**src/rtl/network_bf_in.sv**
```systemverilog
// rtl/network_bf_in.sv - read-side routing of bank words to butterfly operands
//
// Purpose: delays the bank-select set by the bank read latency, routes the
// four returning bank words (q0..q3) to the two butterfly units' upper/lower
// inputs (optionally swapped for INTT mode), registers them, flags bank
// conflicts and counts groups to mark the end of a stage.
//
// Ports:
//   clk                   system clock, rising edge
//   rst                   asynchronous active-low reset
//   clr                   synchronous clear of conflict flag and group counter
//   valid_in              select set issued this cycle (with bank read request)
//   sel                   mode, 0 = NTT, 1 = INTT (swap upper/lower)
//   sel_b_0..sel_b_3      bank codes for bf_0_upper, bf_0_lower, bf_1_upper, bf_1_lower
//   q0..q3                bank read data, RD_LAT cycles after the request
//   bf_0_upper..bf_1_lower registered butterfly operands
//   out_valid             operands valid
//   conflict              sticky bank-conflict flag
//   done                  one-cycle pulse on the last group of a stage

module network_bf_in #(
    parameter int data_width = 12,
    parameter int RD_LAT     = 1,
    parameter int N_GROUPS   = 128
) (
    input  logic                  clk,
    input  logic                  rst,
    input  logic                  clr,
    input  logic                  valid_in,
    input  logic                  sel,
    input  logic [1:0]            sel_b_0,
    input  logic [1:0]            sel_b_1,
    input  logic [1:0]            sel_b_2,
    input  logic [1:0]            sel_b_3,
    input  logic [data_width-1:0] q0,
    input  logic [data_width-1:0] q1,
    input  logic [data_width-1:0] q2,
    input  logic [data_width-1:0] q3,
    output logic [data_width-1:0] bf_0_upper,
    output logic [data_width-1:0] bf_0_lower,
    output logic [data_width-1:0] bf_1_upper,
    output logic [data_width-1:0] bf_1_lower,
    output logic                  out_valid,
    output logic                  conflict,
    output logic                  done
);

    localparam int CW = (N_GROUPS > 1) ? $clog2(N_GROUPS) : 1;
    localparam logic [CW-1:0] LAST_GROUP = CW'(N_GROUPS - 1);

    // Select set layout: {valid, sel, sel_b_0, sel_b_1, sel_b_2, sel_b_3}
    localparam int PW = 10;

    logic [PW-1:0]         r_pipe [RD_LAT];
    logic [PW-1:0]         w_issue;
    logic [PW-1:0]         w_dly;
    logic                  w_d_valid;
    logic                  w_d_sel;
    logic [1:0]            w_d_sb0;
    logic [1:0]            w_d_sb1;
    logic [1:0]            w_d_sb2;
    logic [1:0]            w_d_sb3;
    logic [data_width-1:0] w_q [4];
    logic [data_width-1:0] w_r0u;
    logic [data_width-1:0] w_r0l;
    logic [data_width-1:0] w_r1u;
    logic [data_width-1:0] w_r1l;
    logic                  w_conf_hit;
    logic [CW-1:0]         r_grp_cnt;

    assign w_issue = {valid_in, sel, sel_b_0, sel_b_1, sel_b_2, sel_b_3};

    // Shift chain: the set issued with the read request reaches the last
    // stage in the same cycle that its bank data is returned.
    always_ff @(posedge clk or negedge rst) begin
        if (!rst) begin
            for (int i = 0; i < RD_LAT; i++) begin
                r_pipe[i] <= '0;
            end
        end else begin
            r_pipe[0] <= w_issue;
            for (int i = 1; i < RD_LAT; i++) begin
                r_pipe[i] <= r_pipe[i-1];
            end
        end
    end

    assign w_dly     = r_pipe[RD_LAT-1];
    assign w_d_valid = w_dly[9];
    assign w_d_sel   = w_dly[8];
    assign w_d_sb0   = w_dly[7:6];
    assign w_d_sb1   = w_dly[5:4];
    assign w_d_sb2   = w_dly[3:2];
    assign w_d_sb3   = w_dly[1:0];

    assign w_q[0] = q0;
    assign w_q[1] = q1;
    assign w_q[2] = q2;
    assign w_q[3] = q3;

    // INTT mode exchanges upper and lower within each butterfly.
    always_comb begin
        w_r0u = w_q[w_d_sb0];
        w_r0l = w_q[w_d_sb1];
        w_r1u = w_q[w_d_sb2];
        w_r1l = w_q[w_d_sb3];
        if (w_d_sel) begin
            w_r0u = w_q[w_d_sb1];
            w_r0l = w_q[w_d_sb0];
            w_r1u = w_q[w_d_sb3];
            w_r1l = w_q[w_d_sb2];
        end
    end

    // Operands hold their last values through gaps in the group stream.
    always_ff @(posedge clk or negedge rst) begin
        if (!rst) begin
            bf_0_upper <= '0;
            bf_0_lower <= '0;
            bf_1_upper <= '0;
            bf_1_lower <= '0;
            out_valid  <= 1'b0;
        end else begin
            out_valid <= w_d_valid;
            if (w_d_valid) begin
                bf_0_upper <= w_r0u;
                bf_0_lower <= w_r0l;
                bf_1_upper <= w_r1u;
                bf_1_lower <= w_r1l;
            end
        end
    end

    // Conflict is judged on the set as issued, so it shows one cycle later.
    assign w_conf_hit = valid_in &&
                        ((sel_b_0 == sel_b_1) || (sel_b_0 == sel_b_2) ||
                         (sel_b_0 == sel_b_3) || (sel_b_1 == sel_b_2) ||
                         (sel_b_1 == sel_b_3) || (sel_b_2 == sel_b_3));

    always_ff @(posedge clk or negedge rst) begin
        if (!rst) begin
            conflict <= 1'b0;
        end else if (w_conf_hit) begin
            conflict <= 1'b1;
        end else if (clr) begin
            conflict <= 1'b0;
        end
    end

    // Counter holds the number of groups already emitted in this stage, so
    // it reads LAST_GROUP while the final group is on the outputs.
    always_ff @(posedge clk or negedge rst) begin
        if (!rst) begin
            r_grp_cnt <= '0;
        end else if (clr) begin
            r_grp_cnt <= '0;
        end else if (out_valid) begin
            if (r_grp_cnt == LAST_GROUP) begin
                r_grp_cnt <= '0;
            end else begin
                r_grp_cnt <= r_grp_cnt + CW'(1);
            end
        end
    end

    assign done = out_valid && (r_grp_cnt == LAST_GROUP);

endmodule

```
**config.mk**
```make
export PLATFORM = sky130hd
export DESIGN_NAME = network_bf_in
export DESIGN_NICKNAME = d
export VERILOG_FILES = /design/src/rtl/network_bf_in.sv
export SDC_FILE = /design/constraint.sdc
export NUM_CORES = 1
export LEC_CHECK = 0
export ABC_CLOCK_PERIOD_IN_PS = 2230
export CAP_MARGIN = 20
export CORE_MARGIN = 3
export CORE_UTILIZATION = 45
export DETAILED_ROUTE_END_ITERATION = 10
export GPL_TIMING_DRIVEN = 0
export PLACE_DENSITY = 0.75
export SYNTH_ARGS = -nofsm -noshare
export SYNTH_HDL_FRONTEND = slang
export SYNTH_SLANG_ARGS = --single-unit
```
**constraint.sdc**
```tcl
create_clock -name clk -period 2.23 [get_ports clk]
set_clock_uncertainty 0.2 [all_clocks]
set_input_delay 0.3345 -clock clk [delete_from_list [all_inputs] [get_ports clk]]
set_output_delay 0.3345 -clock clk [all_outputs]
set_load 0.01 [all_outputs]
```
==> results.cfg <==
[yosys]
synthTopCellsByCount = dfrtp_1 (67), nor2_1 (57), mux2i_1 (49)
synthArstFlopShare = 1.00
synth.cell_area_um2 = 4290
synth_warnings = 0
yosysUniqueCellTypes = 22
syn_area_per_cell_um2 = 13.1
yosysMostFrequentCell = dfrtp_1
yosysTopAreaCellShare = 0.391
synth_nets = 390
synth-main-ff-cell = dfrtp_1
yosysTopAreaCell = dfrtp_1
ys_seq_area_frac = 0.391
synth.area.top_cells = dfrtp_1 (39%), mux4_1 (29%), mux2i_1 (11%)
ys_ff_latch = 67
synthCells = 328
synth-edff-count = 0

[cells_and_area]
ff_latch_area_um2 = 1680
final_nets = 514
fin_util = 0.645
multiInputGateArea_um2 = 2460
drive_gt1_frac = 0.0744
area_delta_synth_final_pct = 35.0
fillers = 681
n_antenna_cell = 0
fin_cells = 583

[critical_path]
worstPathMaxFanout = 3
worstSetupEndpointType = primary output
criticalPathCategory = reg -> out
critPathLaunchType = flip-flop
startpoint = r_grp_cnt[0]
arrival_ns = 1.53
crit_required_ns = 1.70
r2r_start = r_pipe[9]

[route]
drtIter0Drc = 216
wl_per_cell_um = 20.5
drt-pass1-iter-count = 5
drc = 0
via_count = 3447
vias_per_cell = 5.91
ant_nets = 0
wl_mm = 12.0

[clock_tree]
clockRootBuffer = clkbuf_8
cts_tree = built
numClockSinks = 67
clockBufferDepth = 2
ctsHtreeMaxLevel = 3
clk_pin_slew_ns = 0.08
clk_latency_ns = 0.36
cts_buffers = 9

[hold_path]
min-delay-start = r_pipe[9]
hold_path.class = reg -> reg

[power]
finalPower_mw = 3.55
power_density_nw_per_um2 = 613
ir_drop_uv = 347
leakagePower_nw = 2.47

[floorplanning]
io_pins = 112
rows = 34
die-area_um2 = 10700
die_w_um = 104
core_um2 = 8980
die_height_um = 104
initial_core_util = 0.477

[outcome]
status = complete, no violations

[sta]
relSlewSlack = 0.422
worst_slew_pin_slew_ns = 0.867
hold_viol_final = 0
tns_ns = 0
max_freq_mhz = 484
fin_crit_sh = 0.927
fin_crit_ns = 2.07
report.final.setup_viol = 0
final_max_slew_viol_count = 0
rsz0062_at_grt = false

[placed_design]
dp_cells = 565
io_buffers = 111
dp_hpwl_mm = 8.74
gp_congestion = 0.861

[global_route]
grt_pass1_wl_mm = 18.9
grtUsageTotal = 0.226
grt_pass1_vias = 3503
grt_max_degree = 68
overflow = 0
antenna_found_initial = 0

[run]
drv_cap = 0
==> through the flow <==
step	setup slack, ns	hold slack [ns]	instance area, um2
finish	0.164	0.202	5790
global route	0.0542	0.216	5790
CTS	0.158	0.201	5790
detailed placement	0.135	0.181	5550
global placement	-1.61	0.182	5550
floorplan	0.595	-0.161	4290
==> final cells by class <==
type                       count  share of cell area
multi-input combinational    234               0.425
sequential                    67               0.290
timing repair buffer         114               0.196
tap                          126              0.0272
buffer                        25              0.0255
clock buffer                  10              0.0238
clock inverter                 6              0.0125
inverter                       1            0.000649
==> worst max-delay path: stages (launching register included) <==
cell and delay (ns):
dfrtp_1 0.36, ha_2 0.20, nand3_1 0.09, nor2_2 0.14, and2_1 0.13, dlygate4sd2_1 0.26
==> repair_timing <==
action	CTS	global route
resized for setup	3	0
hold endpoints to repair	67	0
hold buffers	1	0
setup endpoints to repair	1	0
setup buffers	2	0
==> worst paths after layout <==
path / end / cells after the start / slack [ns]
max: done / 5 / 0.16
min: out_valid / 0 / 0.20
max reg2reg: bf_1_upper[5] / 4 / 0.18
min reg2reg: out_valid / 0 / 0.20
max in group asynchronous: bf_1_upper[5] / 2 / 0.84
min in group asynchronous: r_pipe[8] / 2 / 0.44
==> report_power, final <==
group | switching (mW) | internal (mW) | total (mW)
clock network | 0.524 | 0.558 | 1.08
registers | 0.0891 | 1.35 | 1.44
logic | 0.450 | 0.573 | 1.02
total | 1.06 | 2.48 | 3.55
==> cell usage in the layout, fill, tap and decap left out, drive strengths merged, types with 2 or more instances in the layout <==
cell,count
dfrtp,67
o22ai,3
nor2,57
clkdlybuf4s50,109
xnor2,3
buf,16
a21oi,48
mux2i,49
mux4,48
xor2,15
nand3,2
inv,3
nand2,2
clkinv,2
clkbuf,22
==> metal layers <==
metal	GRT usage	up-vias	share of wire
met5	0	-	0
met4	0.0636	0	0.021
met3	0.0703	19	0.081
met2	0.387	167	0.50
met1	0.278	1733	0.40
li1	-	1528	-
==> state kept, by name, summed over array words and instances, names as in the netlist <==
signal	flops
r_pipe	10
r_grp_cnt	7
out_valid	1
bf_0_lower	12
conflict	1
bf_0_upper	12
bf_1_upper	12
bf_1_lower	12
==> kinds of logic after synthesis <==
kind of cell    count (synthesis)  share of synthesized area
flops                          67                      0.391
xor+xnor                       18                     0.0368
fa+ha+maj                       1                    0.00292
mux                            97                      0.409
simple gates                   63                     0.0569
buf+inv                        27                     0.0362
compound gates                 55                     0.0672
(Power assumes the default switching activity.)
==> edit 1 (config.mk and constraints unchanged) <==
`RD_LAT`: 1 -> 2.
--- a/src/rtl/network_bf_in.sv
+++ b/src/rtl/network_bf_in.sv
@@ -21,5 +21,5 @@
 module network_bf_in #(
     parameter int data_width = 12,
-    parameter int RD_LAT     = 1,
+    parameter int RD_LAT     = 2,
     parameter int N_GROUPS   = 128
 ) (
Formal check against the unedited RTL: not equivalent (a bounded check fails within 4 cycles, from zero or initial values and one cycle with rst low).
==> edit 1 against the unedited design <==
- routed wire length is 6.1% higher
- register-to-register slack got worse by 0.08 ns
- sequential cell count rose by 10
- count of clock-buffer cells in the layout stayed put
- total power up 13%
- design area up 6.0%
- worst setup slack worse by 0.060 ns
- area after synthesis is 6.4% higher
- utilization shrank 2.0 points
- worst hold slack got worse by 0.081 ns
- critical path type is now reg2reg
- critical endpoint is now bf_0_lower[2]
==> edit 1: results (changes against the unedited design) <==
Outcome
  • Status: finished, final reports clean (unchanged)

Setup path
  • CP top delay family: buffers and inverters (was flip-flops)
  • R2r endpoint: bf_0_lower[2] (was bf_1_upper[5])
  • Max stage delay cell, worst path: clkbuf_1 (was dfrtp_1)
  • CP Class: reg2reg (was reg2out)

STA
  • Worst-Margin Slew: 0.626 ns (was 0.867 ns)
  • Worst-case hold slack: 0.121 ns (was 0.202 ns)

Placed design
  • I/O Buffers: 110 (was 111)
  • Placed insts: 587 (was 565)
  • GPL Wtd Cong: 0.833 (was 0.861)
  • Final HPWL DP: 9330 um (was 8740 um)
  • Dpl ws: 0.101 ns (was 0.135 ns)

Power
  • Switch share: 0.278 (was 0.300)

Hold path
  • Hold path startpoint: clr (was r_pipe[9])
  • Min-delay worst type: in2reg (was reg2reg)
  • Hold EP: r_grp_cnt[2] (was out_valid)

Final layout
  • Layout cells sized above 1: 0.0759 (was 0.0744)
  • Nets: 531 (was 514)

Route
  • Vias per cell: 5.84 (was 5.91)
  • DRT iter0 DRCs: 163 (was 216)

Yosys
  • Syn Inst Count: 343 (was 328)
  • Post-synth cell types: 26 (was 22)
  • Top post-synthesis cells by count: dfrtp_1 (77), nor2_1 (55), a21oi_1 (49), mux2i_1 (49), mux4_1 (48) (was dfrtp_1 (67), nor2_1 (57), mux2i_1 (49))

GRT
  • Tot GR Track Use: 0.228 (was 0.226)
  • GR Util met3: 0.0530 (was 0.0703)
## edit 1: logic make-up after synthesis
kind of cell | after synthesis | synth area share
muxes | 98 | 0.387
adders and majority gates | 1 | 0.00274
DFF | 77 | 0.423
AOI/OAI and AO/OA | 60 | 0.0694
xor gates and xnor gates | 14 | 0.0269
buffers and inverters | 28 | 0.0349
and+or+nand+nor | 65 | 0.0568
## edit 1: final cells by class
| class | instances | area [um2] |
|---|---|---|
| fill | 810 | 3690 |
| multi-input combinational | 238 | 2480 |
| sequential | 77 | 1930 |
| timing repair buffer | 115 | 1150 |
| tap | 133 | 166 |
| buffer | 27 | 155 |
| clock buffer | 10 | 138 |
| clock inverter | 6 | 118 |
| inverter | 1 | 3.75 |
## edit 1: per-layer routing
| metal | routed length [um] | vias to the layer above | share of wire |
|---|---|---|---|
| li1 | - | 1595 | - |
| met1 | 5040 | 1790 | 0.40 |
| met2 | 6430 | 142 | 0.51 |
| met3 | 957 | 20 | 0.075 |
| met4 | 270 | 0 | 0.021 |
| met5 | 0 | - | 0 |
## edit 1: power by group through the flow
stage	sequential [uW]	combinational, uW	clock, uW
floorplan	1700	428	0
global placement	1650	997	0
detailed placement	1660	1030	0
CTS	1630	1040	1370
global route	1650	1110	1440
finish	1630	1030	1350
## edit 1: what timing repair did
item | CTS | global route
setup buffers | 3 | 0
endpoints found under the hold margin | 38 | 0
resized for setup | 2 | 0
setup endpoints to repair | 1 | 0
hold buffers | 1 | 0
## edit 1: metrics by stage
| stage | utilization | setup TNS [ns] | power, uW |
|---|---|---|---|
| floorplan | - | 0 | 2130 |
| global placement | 0.593 | -151.06 | 2650 |
| detailed placement | 0.595 | 0 | 2690 |
| CTS | 0.625 | 0 | 4040 |
| global route | 0.625 | 0 | 4200 |
| finish | 0.625 | 0 | 4020 |
==> edit 2 (same flow settings) <==
Made on the original files. Register the output `bf_0_lower` once more, cleared by the reset; this adds one clock of latency there. The other outputs are not delayed to match.
--- a/src/rtl/network_bf_in.sv
+++ b/src/rtl/network_bf_in.sv
@@ -51,4 +51,6 @@
     // Select set layout: {valid, sel, sel_b_0, sel_b_1, sel_b_2, sel_b_3}
     localparam int PW = 10;
+
+    logic [data_width-1:0] bf_0_lower_s0;
 
     logic [PW-1:0]         r_pipe [RD_LAT];
@@ -117,5 +119,5 @@
         if (!rst) begin
             bf_0_upper <= '0;
-            bf_0_lower <= '0;
+            bf_0_lower_s0 <= '0;
             bf_1_upper <= '0;
             bf_1_lower <= '0;
@@ -125,5 +127,5 @@
             if (w_d_valid) begin
                 bf_0_upper <= w_r0u;
-                bf_0_lower <= w_r0l;
+                bf_0_lower_s0 <= w_r0l;
                 bf_1_upper <= w_r1u;
                 bf_1_lower <= w_r1l;
@@ -166,4 +168,12 @@
     assign done = out_valid && (r_grp_cnt == LAST_GROUP);
 
+    always_ff @(posedge clk or negedge rst) begin
+        if (!rst) begin
+            bf_0_lower <= '0;
+        end else begin
+            bf_0_lower <= bf_0_lower_s0;
+        end
+    end
+
 endmodule
 
Behaviour: not the same (a bounded check fails within 4 cycles, from zero or initial values and one cycle with rst low).
==> edit 2 against the unedited design <==
- routed wire length increased by 2.5%
- worst setup slack worse by 0.051 ns
- area after synthesis up 7.0%
- fmax decreased by 2.4%
- synthesized cell count grew 3.7%
- die area grew 6.6%
- total power is 3.4% higher
- sequential cell count increased by 12
- register-to-register slack got worse by 0.07 ns
- design area is 5.2% higher
==> edit 2: results (changes against the unedited design) <==
Outcome
  • Status: finished, final reports clean (unchanged)

Final layout
  • Layout cells sized above 1: 0.0766 (was 0.0744)
  • Nets: 528 (was 514)
  • Non-Filler Instances: 603 (was 583)

Setup path
  • CP top delay family: buffers and inverters (was flip-flops)
  • CP Class: reg2reg (was reg2out)
  • CP endpoint: bf_1_lower[0] (was done)
  • Max stage delay cell, worst path: clkbuf_1 (was dfrtp_1)

Route
  • Avg WL per Cell: 20.3 um (was 20.5 um)
  • Vias per cell: 5.84 (was 5.91)
  • Drt pass-1 iters: 4 (was 5)
  • DRT iter0 DRCs: 135 (was 216)
  • M1 WL: 4840 um (was 4760 um)
  • Routed met3 length: 1080 um (was 966 um)

GRT
  • First-pass GRT wire length: 19300 um (was 18900 um)
  • GR Util met3: 0.0668 (was 0.0703)
  • Vias in the first global route: 3678 (was 3503)
  • Grt met2 use: 0.368 (was 0.387)
  • Met1 Use GR: 0.280 (was 0.278)
  • Pin count of the biggest net entering global routing: 57 (was 68)

STA
  • Slew HR: 0.543 (was 0.422)
  • Fmax: 472 MHz (was 484 MHz)
  • Worst-case hold slack: 0.173 ns (was 0.202 ns)

Yosys
  • Sequential share of the synthesized area: 0.431 (was 0.391)
  • Synth Net Count: 402 (was 390)
  • Fraction of the mapped netlist area in adder cells: 0.00273 (was 0.00292)
  • Top post-synthesis cells by count: dfrtp_1 (79), nor2_1 (57), mux2i_1 (49) (was dfrtp_1 (67), nor2_1 (57), mux2i_1 (49))
  • Complex-gate fraction of the synthesized area: 0.0628 (was 0.0672)

Power
  • Pleak: 0.00261 uW (was 0.00247 uW)
  • Clock power share: 0.256 (was 0.305)
  • Maximum vdd ir drop: 0.327 mV (was 0.347 mV)

Placed design
  • GPL Wtd Cong: 0.889 (was 0.861)
  • Placed cell area: 5890 um2 (was 5550 um2)
  • Dpl ws: 0.0967 ns (was 0.135 ns)
  • Placed insts: 585 (was 565)

Hold path
  • Hold path startpoint: bf_0_lower_s0[5] (was r_pipe[9])
==> edit 2: cell types whose count changed after synthesis <==
cell,before,now
dfrtp_1,67,79
==> edit 2: what timing repair did <==
item | CTS | global route
endpoints found under the hold margin | 23 | 0
gates resized for setup | 4 | 3
hold buffers | 1 | 0
buffers inserted | 3 | 0
cloned | 0 | 0
setup endpoints to repair | 1 | 9
pin swaps | 1 | 0
==> edit 2: cell type report <==
class                           instances  area, um2
Multi-Input combinational cell        234       2460
Buffer                                 25        149
Inverter                                1       3.75
Clock buffer                           10        128
Fill cell                             800       3730
Timing Repair Buffer                  116       1170
Clock inverter                          5       35.0
Tap cell                              133        166
Sequential cell                        79       1980
==> edit 2: cells by family after synthesis <==
family                   Yosys count
AO/OA/AOI/OAI                     55
multiplexers                      97
adder cells (fa/ha/maj)            1
XOR/XNOR                          18
flip-flops                        79
AND/OR/NAND/NOR                   63
buffers and inverters             27
